==> config.mk <==
export PLATFORM = sky130hd
export DESIGN_NAME = ahb_lite_master
export DESIGN_NICKNAME = d
export VERILOG_FILES = /design/src/rtl/ahb_lite_master.sv
export SDC_FILE = /design/constraint.sdc
export NUM_CORES = 1
export LEC_CHECK = 0
export CORE_ASPECT_RATIO = 1.1
export CORE_MARGIN = 2
export CORE_UTILIZATION = 54
export CTS_CLUSTER_SIZE = 40
export DETAILED_ROUTE_END_ITERATION = 10
export MAX_ROUTING_LAYER = met4
export PLACE_DENSITY = 0.8
export SYNTH_ARGS = -nofsm -noshare
export SYNTH_HDL_FRONTEND = slang
export SYNTH_SLANG_ARGS = --single-unit
==> constraint.sdc <==
create_clock -name HCLK -period 3.35 [get_ports HCLK]
set_clock_uncertainty 0.2 [all_clocks]
set_input_delay 1.005 -clock HCLK [delete_from_list [all_inputs] [get_ports HCLK]]
set_output_delay 1.005 -clock HCLK [all_outputs]
set_load 0.01 [all_outputs]
==> src/rtl/ahb_lite_master.sv <==
// AHB-lite initiator: byte requests are buffered in a FIFO and issued as pipelined single NONSEQ transfers.
// Define AHB_LITE_MASTER_WR_ACK_EN to also pulse rsp_valid on write completions.
`timescale 1ns/1ps
module ahb_lite_master #(
   parameter int ADDR_W     = 21,
   parameter int DATA_W     = 8,
   parameter int FIFO_DEPTH = 4
) (
   input  logic              HCLK,
   input  logic              HRESET,
   input  logic              req_valid,
   output logic              req_ready,
   input  logic              req_write,
   input  logic [ADDR_W-1:0] req_addr,
   input  logic [DATA_W-1:0] req_wdata,
   output logic              rsp_valid,
   output logic [DATA_W-1:0] rsp_rdata,
   output logic              busy,
   output logic [ADDR_W-1:0] HADDR,
   output logic              HWRITE,
   output logic [1:0]        HTRANS,
   output logic [DATA_W-1:0] HWDATA,
   input  logic              HREADY,
   input  logic [DATA_W-1:0] HRDATA
);

   localparam int PW = $clog2(FIFO_DEPTH);

   typedef enum logic [1:0] {
      TR_IDLE   = 2'b00,
      TR_NONSEQ = 2'b10
   } htrans_t;

   logic [ADDR_W-1:0]     f_addr  [FIFO_DEPTH];
   logic [DATA_W-1:0]     f_wdata [FIFO_DEPTH];
   logic [FIFO_DEPTH-1:0] f_write;
   logic [PW-1:0]         wr_ptr;
   logic [PW-1:0]         rd_ptr;
   logic [PW:0]           count;

   htrans_t               trans_q;
   logic [DATA_W-1:0]     ap_wdata;
   logic                  dp_v;
   logic                  dp_write;

   logic                  full;
   logic                  empty;
   logic                  push;
   logic                  pop;
   logic                  complete;

   assign full      = (count == (PW+1)'(FIFO_DEPTH));
   assign empty     = (count == '0);
   assign req_ready = !full && !HRESET;
   assign push      = req_valid && req_ready;
   assign pop       = HREADY && !empty;
   assign HTRANS    = trans_q;
   assign busy      = !empty || (trans_q == TR_NONSEQ) || dp_v;

`ifdef AHB_LITE_MASTER_WR_ACK_EN
   assign complete  = HREADY && dp_v;
`else
   assign complete  = HREADY && dp_v && !dp_write;
`endif

   // Storage needs no reset: only entries counted in 'count' are ever read.
   always_ff @(posedge HCLK) begin
      if (push) begin
         f_addr[wr_ptr]  <= req_addr;
         f_wdata[wr_ptr] <= req_wdata;
         f_write[wr_ptr] <= req_write;
      end
   end

   always_ff @(posedge HCLK) begin
      if (HRESET) begin
         wr_ptr <= '0;
         rd_ptr <= '0;
         count  <= '0;
      end else begin
         if (push) wr_ptr <= wr_ptr + 1'b1;
         if (pop)  rd_ptr <= rd_ptr + 1'b1;
         case ({push, pop})
            2'b10:   count <= count + 1'b1;
            2'b01:   count <= count - 1'b1;
            default: count <= count;
         endcase
      end
   end

   // Address and data phases advance together, only on HREADY edges.
   always_ff @(posedge HCLK) begin
      if (HRESET) begin
         trans_q   <= TR_IDLE;
         HADDR     <= '0;
         HWRITE    <= 1'b0;
         HWDATA    <= '0;
         ap_wdata  <= '0;
         dp_v      <= 1'b0;
         dp_write  <= 1'b0;
         rsp_valid <= 1'b0;
         rsp_rdata <= '0;
      end else begin
         rsp_valid <= complete;
         if (complete && !dp_write) rsp_rdata <= HRDATA;
         if (HREADY) begin
            dp_v     <= (trans_q == TR_NONSEQ);
            dp_write <= HWRITE;
            HWDATA   <= ((trans_q == TR_NONSEQ) && HWRITE) ? ap_wdata : '0;
            if (!empty) begin
               trans_q  <= TR_NONSEQ;
               HADDR    <= f_addr[rd_ptr];
               HWRITE   <= f_write[rd_ptr];
               ap_wdata <= f_wdata[rd_ptr];
            end else begin
               trans_q  <= TR_IDLE;
            end
         end
      end
   end

endmodule
# == Word-level counts from Yosys, hierarchy flattened ==
# Memories as Yosys holds them, arrays and structs flattened. A register that Yosys moved wholly into a read port is not among the register bits.
# Index checks and enable logic that the tools add are counted.
# totals
regBits,33
latch_bits,0
mem_bits_rw,116
romBits,0
input_bits,42
out_inout_bits,43
word_cells,52
mem_count,2
# op_classes
addsub,4
mul,0
div_mod_pow,0
magnitude_cmp,3
eq_ne,4
n_shift,0
mux,10
n_bitwise,1
n_reduce_logical,17
# mem_list
name,words,word_bits,rd,rd_ports_with_merged_regs,wr,line_no,text
f_addr,4,21,1,1,1,34,logic [ADDR_W-1:0] f_addr [FIFO_DEPTH];
f_wdata,4,8,1,1,1,35,logic [DATA_W-1:0] f_wdata [FIFO_DEPTH];
# op_table
op,n
$logic_and A1 B1 Y1,8
$mux W8,1
$lt A2 B3 Y1 const B,2
$pmux W3 S2,1
$add A2 B1 Y2 const B,2
$bwmux W4,1
$eq A2 B2 Y1 const B,2
$logic_not A1 Y1,4
$mux W1,4
$add A3 B1 Y3 const B,1
$eq A3 B3 Y1 const B,1
$logic_not A3 Y1,1
$sub A3 B1 Y3 const B,1
$bmux W1 S2,1
$demux W1 S2,1
$eq A2 B1 Y1 const B,1
$ge A2 B1 Y1 const B,1
$logic_or A1 B1 Y1,2
$mux W2,1
$reduce_and A2 Y1,1
$reduce_bool A2 Y1,1
$not A1 Y1,1

# == Longest topological paths before layout ==
# depth
depth_word,6
mapped_depth,9
mapped_depth_nobuf,9

# == Least setup slack after synthesis ==
# No wires, ideal clock.
# synth_timing
path_kind,input-to-output
from,input port HRESET
to,output port req_ready
arrival_time_ps,1664
setup_slack_ps,481
stages,3
n_path_buf,2
path_cell_list,clkbuf_1 buf_1 nor2_1
# synth_via
elab_chain_cells,2
# synth_lines
element,line_no,text
start: declaration,10,"input logic HRESET,"
$logic_not A1 Y1,54,assign req_ready = !full && !HRESET;
$logic_and A1 B1 Y1,54,
end: declaration,12,"output logic req_ready,"
# No other way between the ends.

# == Final worst setup path ==
# Same ends and word-level chain as after synthesis.

==> flow_summary.html <==
<table>
<tr><th>Metric</th><th>Value</th></tr>
<tr><th colspan="2">Outcome</th></tr>
<tr><td>Run status</td><td>finished clean</td></tr>
<tr><th colspan="2">Clock network</th></tr>
<tr><td>CTS tree</td><td>built</td></tr>
<tr><td>Clk sink count</td><td>177</td></tr>
<tr><td>Htree depth</td><td>4</td></tr>
<tr><td>TritonCTS buffer count</td><td>17</td></tr>
<tr><td>Resize count post-CTS</td><td>0</td></tr>
<tr><td>Clock buffer depth</td><td>2</td></tr>
<tr><td>Clock edge transition at the registers on the reported setup and hold paths</td><td>60 ps</td></tr>
<tr><td>Insertion delay of the later-clocked pin in the worst-skew pair</td><td>410 ps</td></tr>
<tr><td># Post-CTS Setup Buffers</td><td>0</td></tr>
<tr><td>Master cell of the clock root buffer</td><td>clkbuf_16</td></tr>
<tr><td>Quantity of hold-fixing buffers added after cts</td><td>0</td></tr>
<tr><th colspan="2">Timing</th></tr>
<tr><td>Final worst path period need</td><td>2910 ps</td></tr>
<tr><td>Headroom to the max-slew limit</td><td>43.1%</td></tr>
<tr><td>Count of final setup violators</td><td>0</td></tr>
<tr><td>Slew at the pin with the worst max-slew slack</td><td>851 ps</td></tr>
<tr><td>Fin. Hold Viols</td><td>0</td></tr>
<tr><td>Max-slew violation count</td><td>0</td></tr>
<tr><td>Fin Hold WS</td><td>271 ps</td></tr>
<tr><td>Post-layout worst setup margin</td><td>437 ps</td></tr>
<tr><td>Final worst-path cycle share</td><td>87.0%</td></tr>
<tr><td>Sum of negative setup slack</td><td>0 ps</td></tr>
<tr><td>Unrepaired setup endpoints after global routing</td><td>no</td></tr>
<tr><td>Maximum achievable frequency</td><td>0.343 GHz</td></tr>
<tr><th colspan="2">Routing</th></tr>
<tr><td>Total Wirelength</td><td>11.9 mm</td></tr>
<tr><td>DRT antenna net count</td><td>0</td></tr>
<tr><td>Number of vias after detailed routing</td><td>3404</td></tr>
<tr><td>Vias per Instance</td><td>5.57</td></tr>
<tr><td>Drt pass-1 iters</td><td>4</td></tr>
<tr><td>1st-iter DRT viols</td><td>163</td></tr>
<tr><td>Routed WL per cell</td><td>19.5 um</td></tr>
<tr><td>Residual DRC count</td><td>0</td></tr>
<tr><th colspan="2">Power</th></tr>
<tr><td>Sum of internal, switching and leakage power</td><td>0.00567 W</td></tr>
<tr><td>Cell-internal power</td><td>0.00424 W</td></tr>
<tr><td>Peak ir drop on the vdd network</td><td>0.458 mV</td></tr>
<tr><td>Switching power as a share of total power</td><td>25.2%</td></tr>
<tr><td>Reg power frac</td><td>48.6%</td></tr>
<tr><td>Cell area power density</td><td>706 nW/um2</td></tr>
<tr><td>Clock group share of total power</td><td>33.3%</td></tr>
<tr><td>Switching power</td><td>0.00143 W</td></tr>
<tr><td>Standby leakage power</td><td>2.75 nW</td></tr>
<tr><td>Part of the power in combinational logic</td><td>18.1%</td></tr>
<tr><th colspan="2">Synthesis</th></tr>
<tr><td>Mean post-synth cell area</td><td>18.4 um2</td></tr>
<tr><td>Fraction of synthesized cell area taken by the top area cell type</td><td>55.7%</td></tr>
<tr><td>Number of nets in the synthesized netlist</td><td>400</td></tr>
<tr><td>Number of enable-type register cells in the synthesized netlist</td><td>120</td></tr>
<tr><td>Yosys warnings</td><td>0</td></tr>
<tr><td>Synthesized flop and latch total</td><td>177</td></tr>
<tr><td>Proportion of synthesized flip-flops having asynchronous set or reset</td><td>0%</td></tr>
<tr><td>Primary flip-flop cell chosen by synthesis mapping</td><td>edfxtp_1</td></tr>
<tr><td>Most common cell in the synthesized netlist</td><td>edfxtp_1</td></tr>
<tr><td>Top cells by instance count after synthesis</td><td>edfxtp_1 (120), dfxtp_1 (57), a22o_1 (30), mux4_2 (28), nor2_1 (20)</td></tr>
<tr><td>Netlist cell types</td><td>35</td></tr>
<tr><td>Largest area contributor in the netlist</td><td>edfxtp_1</td></tr>
<tr><td>Total standard cell area after synthesis</td><td>6470 um2</td></tr>
<tr><td>Post-synthesis sequential area ratio</td><td>73.4%</td></tr>
<tr><td>Synth top area cells</td><td>edfxtp_1 (56%), dfxtp_1 (18%), mux4_2 (9.8%)</td></tr>
<tr><td>Post-synthesis instance total</td><td>352</td></tr>
<tr><th colspan="2">GRT</th></tr>
<tr><td>Number of global-route vias before repair</td><td>3494</td></tr>
<tr><td>Maximum number of pins on one net before global-route repair</td><td>32</td></tr>
<tr><td>First-pass GRT wire length</td><td>18.7 mm</td></tr>
<tr><td>Number of antenna violations at the first check in global routing</td><td>0</td></tr>
<tr><td>Total routing usage reported by global routing</td><td>20.6%</td></tr>
<tr><td>Global-route congestion overflow total</td><td>0</td></tr>
<tr><th colspan="2">Critical path</th></tr>
<tr><td>Worst setup path startpoint</td><td>HRESET</td></tr>
<tr><td>Signal arrival time at the worst endpoint</td><td>1710 ps</td></tr>
<tr><td>Nature of the critical path startpoint</td><td>input pin</td></tr>
<tr><td>Type of the worst setup path</td><td>in -&gt; out</td></tr>
<tr><td>Critical path's largest stage delay</td><td>470 ps</td></tr>
<tr><td>WP data required</td><td>2140 ps</td></tr>
<tr><td>Maximum fanout along the worst path</td><td>2</td></tr>
<tr><td>Family with the most delay on the worst path</td><td>buffers and inverters</td></tr>
<tr><td>Series of cell instances along the critical path</td><td>clkdlybuf4s50_1, nor2_1, dlymetal6s2s_1</td></tr>
<tr><td>Cell with the biggest individual delay on the critical path</td><td>clkdlybuf4s50_1</td></tr>
<tr><td>Critical R2R Launch</td><td>count[2]</td></tr>
<tr><td>Critical Path Sink Type</td><td>output port</td></tr>
<tr><td>Buffers &amp; Inverters on Critical Path</td><td>2</td></tr>
<tr><th colspan="2">Floorplan</th></tr>
<tr><td>Core box area</td><td>11600 um2</td></tr>
<tr><td>Die boundary height</td><td>119 um</td></tr>
<tr><td>Initial cell density of the core</td><td>55.8%</td></tr>
<tr><td>Number of top-level design ports</td><td>85</td></tr>
<tr><td>Area enclosed by the die boundary</td><td>12900 um2</td></tr>
<tr><td>Row count</td><td>41</td></tr>
<tr><td>Horizontal die dimension</td><td>108 um</td></tr>
<tr><th colspan="2">Worst hold path</th></tr>
<tr><td>Hold Crit Start</td><td>HWDATA[4]</td></tr>
<tr><td>Class of the worst hold path</td><td>reg -&gt; reg</td></tr>
<tr><th colspan="2">Final layout</th></tr>
<tr><td>Share of layout cells above drive strength 1</td><td>18.7%</td></tr>
<tr><td>Final-stage net count</td><td>496</td></tr>
<tr><td>Layout area overhead</td><td>24.2%</td></tr>
<tr><td>Number of diodes added for antenna fixing</td><td>0</td></tr>
<tr><td>Count of non-filler cells in the finished layout</td><td>611</td></tr>
<tr><th colspan="2">Placement</th></tr>
<tr><td>Port Buffers</td><td>83</td></tr>
<tr><td>Final GP Congestion</td><td>0.757</td></tr>
<tr><td>Worst setup timing slack at the placement stage</td><td>59.5 ps</td></tr>
<tr><td>Cell total after placement</td><td>579</td></tr>
<tr><td>HPWL reported at the end of detailed placement</td><td>7.22 mm</td></tr>
<tr><th colspan="2">Flow run</th></tr>
<tr><td>Total of max-cap violations</td><td>0</td></tr>
</table>
[worst register-to-register path, delay by kind of cell (launching register included)]
family          cells  cell delay [ps]
simple gates        3              810
fa+ha+maj           2              550
flops               1              420
xor+xnor            1              160
compound gates      1              150
buf+inv             2              130
[registers in the layout (all words and copies together), names as in the netlist]
signal	count
dp_write	1
f_addr	84
rd_ptr	2
rsp_rdata	8
HADDR	21
wr_ptr	2
HWRITE	1
dp_v	1
f_write	4
rsp_valid	1
ap_wdata	8
HTRANS	1
count	3
f_wdata	32
HWDATA	8
[routing by layer]
layer | up-vias | share of wire, % | GRT usage [%]
li1 | 1554 | - | -
met1 | 1736 | 42 | 26.0
met2 | 100 | 51 | 32.7
met3 | 14 | 5.1 | 4.69
met4 | 0 | 1.3 | 7.37
met5 | - | 0 | -
[layout make-up]
cell class	instances	area, um2
sequential	177	4750
inverter	7	26.3
fill	742	3560
clock inverter	11	104
tap	150	188
multi-input combinational	147	1540
timing repair buffer	98	958
clock buffer	21	470
[logic make-up after synthesis]
group	after synthesis	share of synthesized area, %
xor+xnor	4	0.542
fa+ha+maj	6	1.28
flops	177	73.4
compound gates	44	5.32
other cells	1	0.0580
simple gates	50	4.06
mux	42	12.4
buf+inv	28	2.92
[stage by stage]
| step | util [%] | instance area [um2] |
|---|---|---|
| floorplan | - | 6470 |
| global placement | 64.3 | 7460 |
| detailed placement | 64.3 | 7460 |
| CTS | 69.3 | 8030 |
| global route | 69.3 | 8030 |
| finish | 69.3 | 8030 |
[final timing paths]
| path | cells past startpoint | endpoint | slack (ps) |
|---|---|---|---|
| worst min-delay path | 2 | HWDATA[4] | 270 |
| worst max-delay path | 3 | req_ready | 440 |
| worst max register to register | 9 | count[2] | 860 |
| worst min register to register | 2 | HWDATA[4] | 270 |
[power groups by stage]
stage	clock (W)	sequential, W	combinational [W]
finish	0.00189	0.00276	0.00102
global route	0.00201	0.00279	0.00111
CTS	0.00193	0.00276	0.00104
detailed placement	0	0.00280	0.00103
global placement	0	0.00279	0.00100
floorplan	0	0.00272	0.000750
[layout by cell type (no fill, tap or decap), types with 5 or more instances in the layout]
cell type / n
edfxtp_1: 120
clkdlybuf4s50_1: 82
dfxtp_1: 55
a22o_1: 30
mux4_2: 28
nor2_1: 19
clkbuf_16: 17
buf_4: 14
mux2i_1: 11
a21oi_1: 11
nand2b_1: 10
nand3_1: 8
inv_1: 6
ha_1: 5
clkinvlp_4: 5
Power figures use the tool's default switching activity.
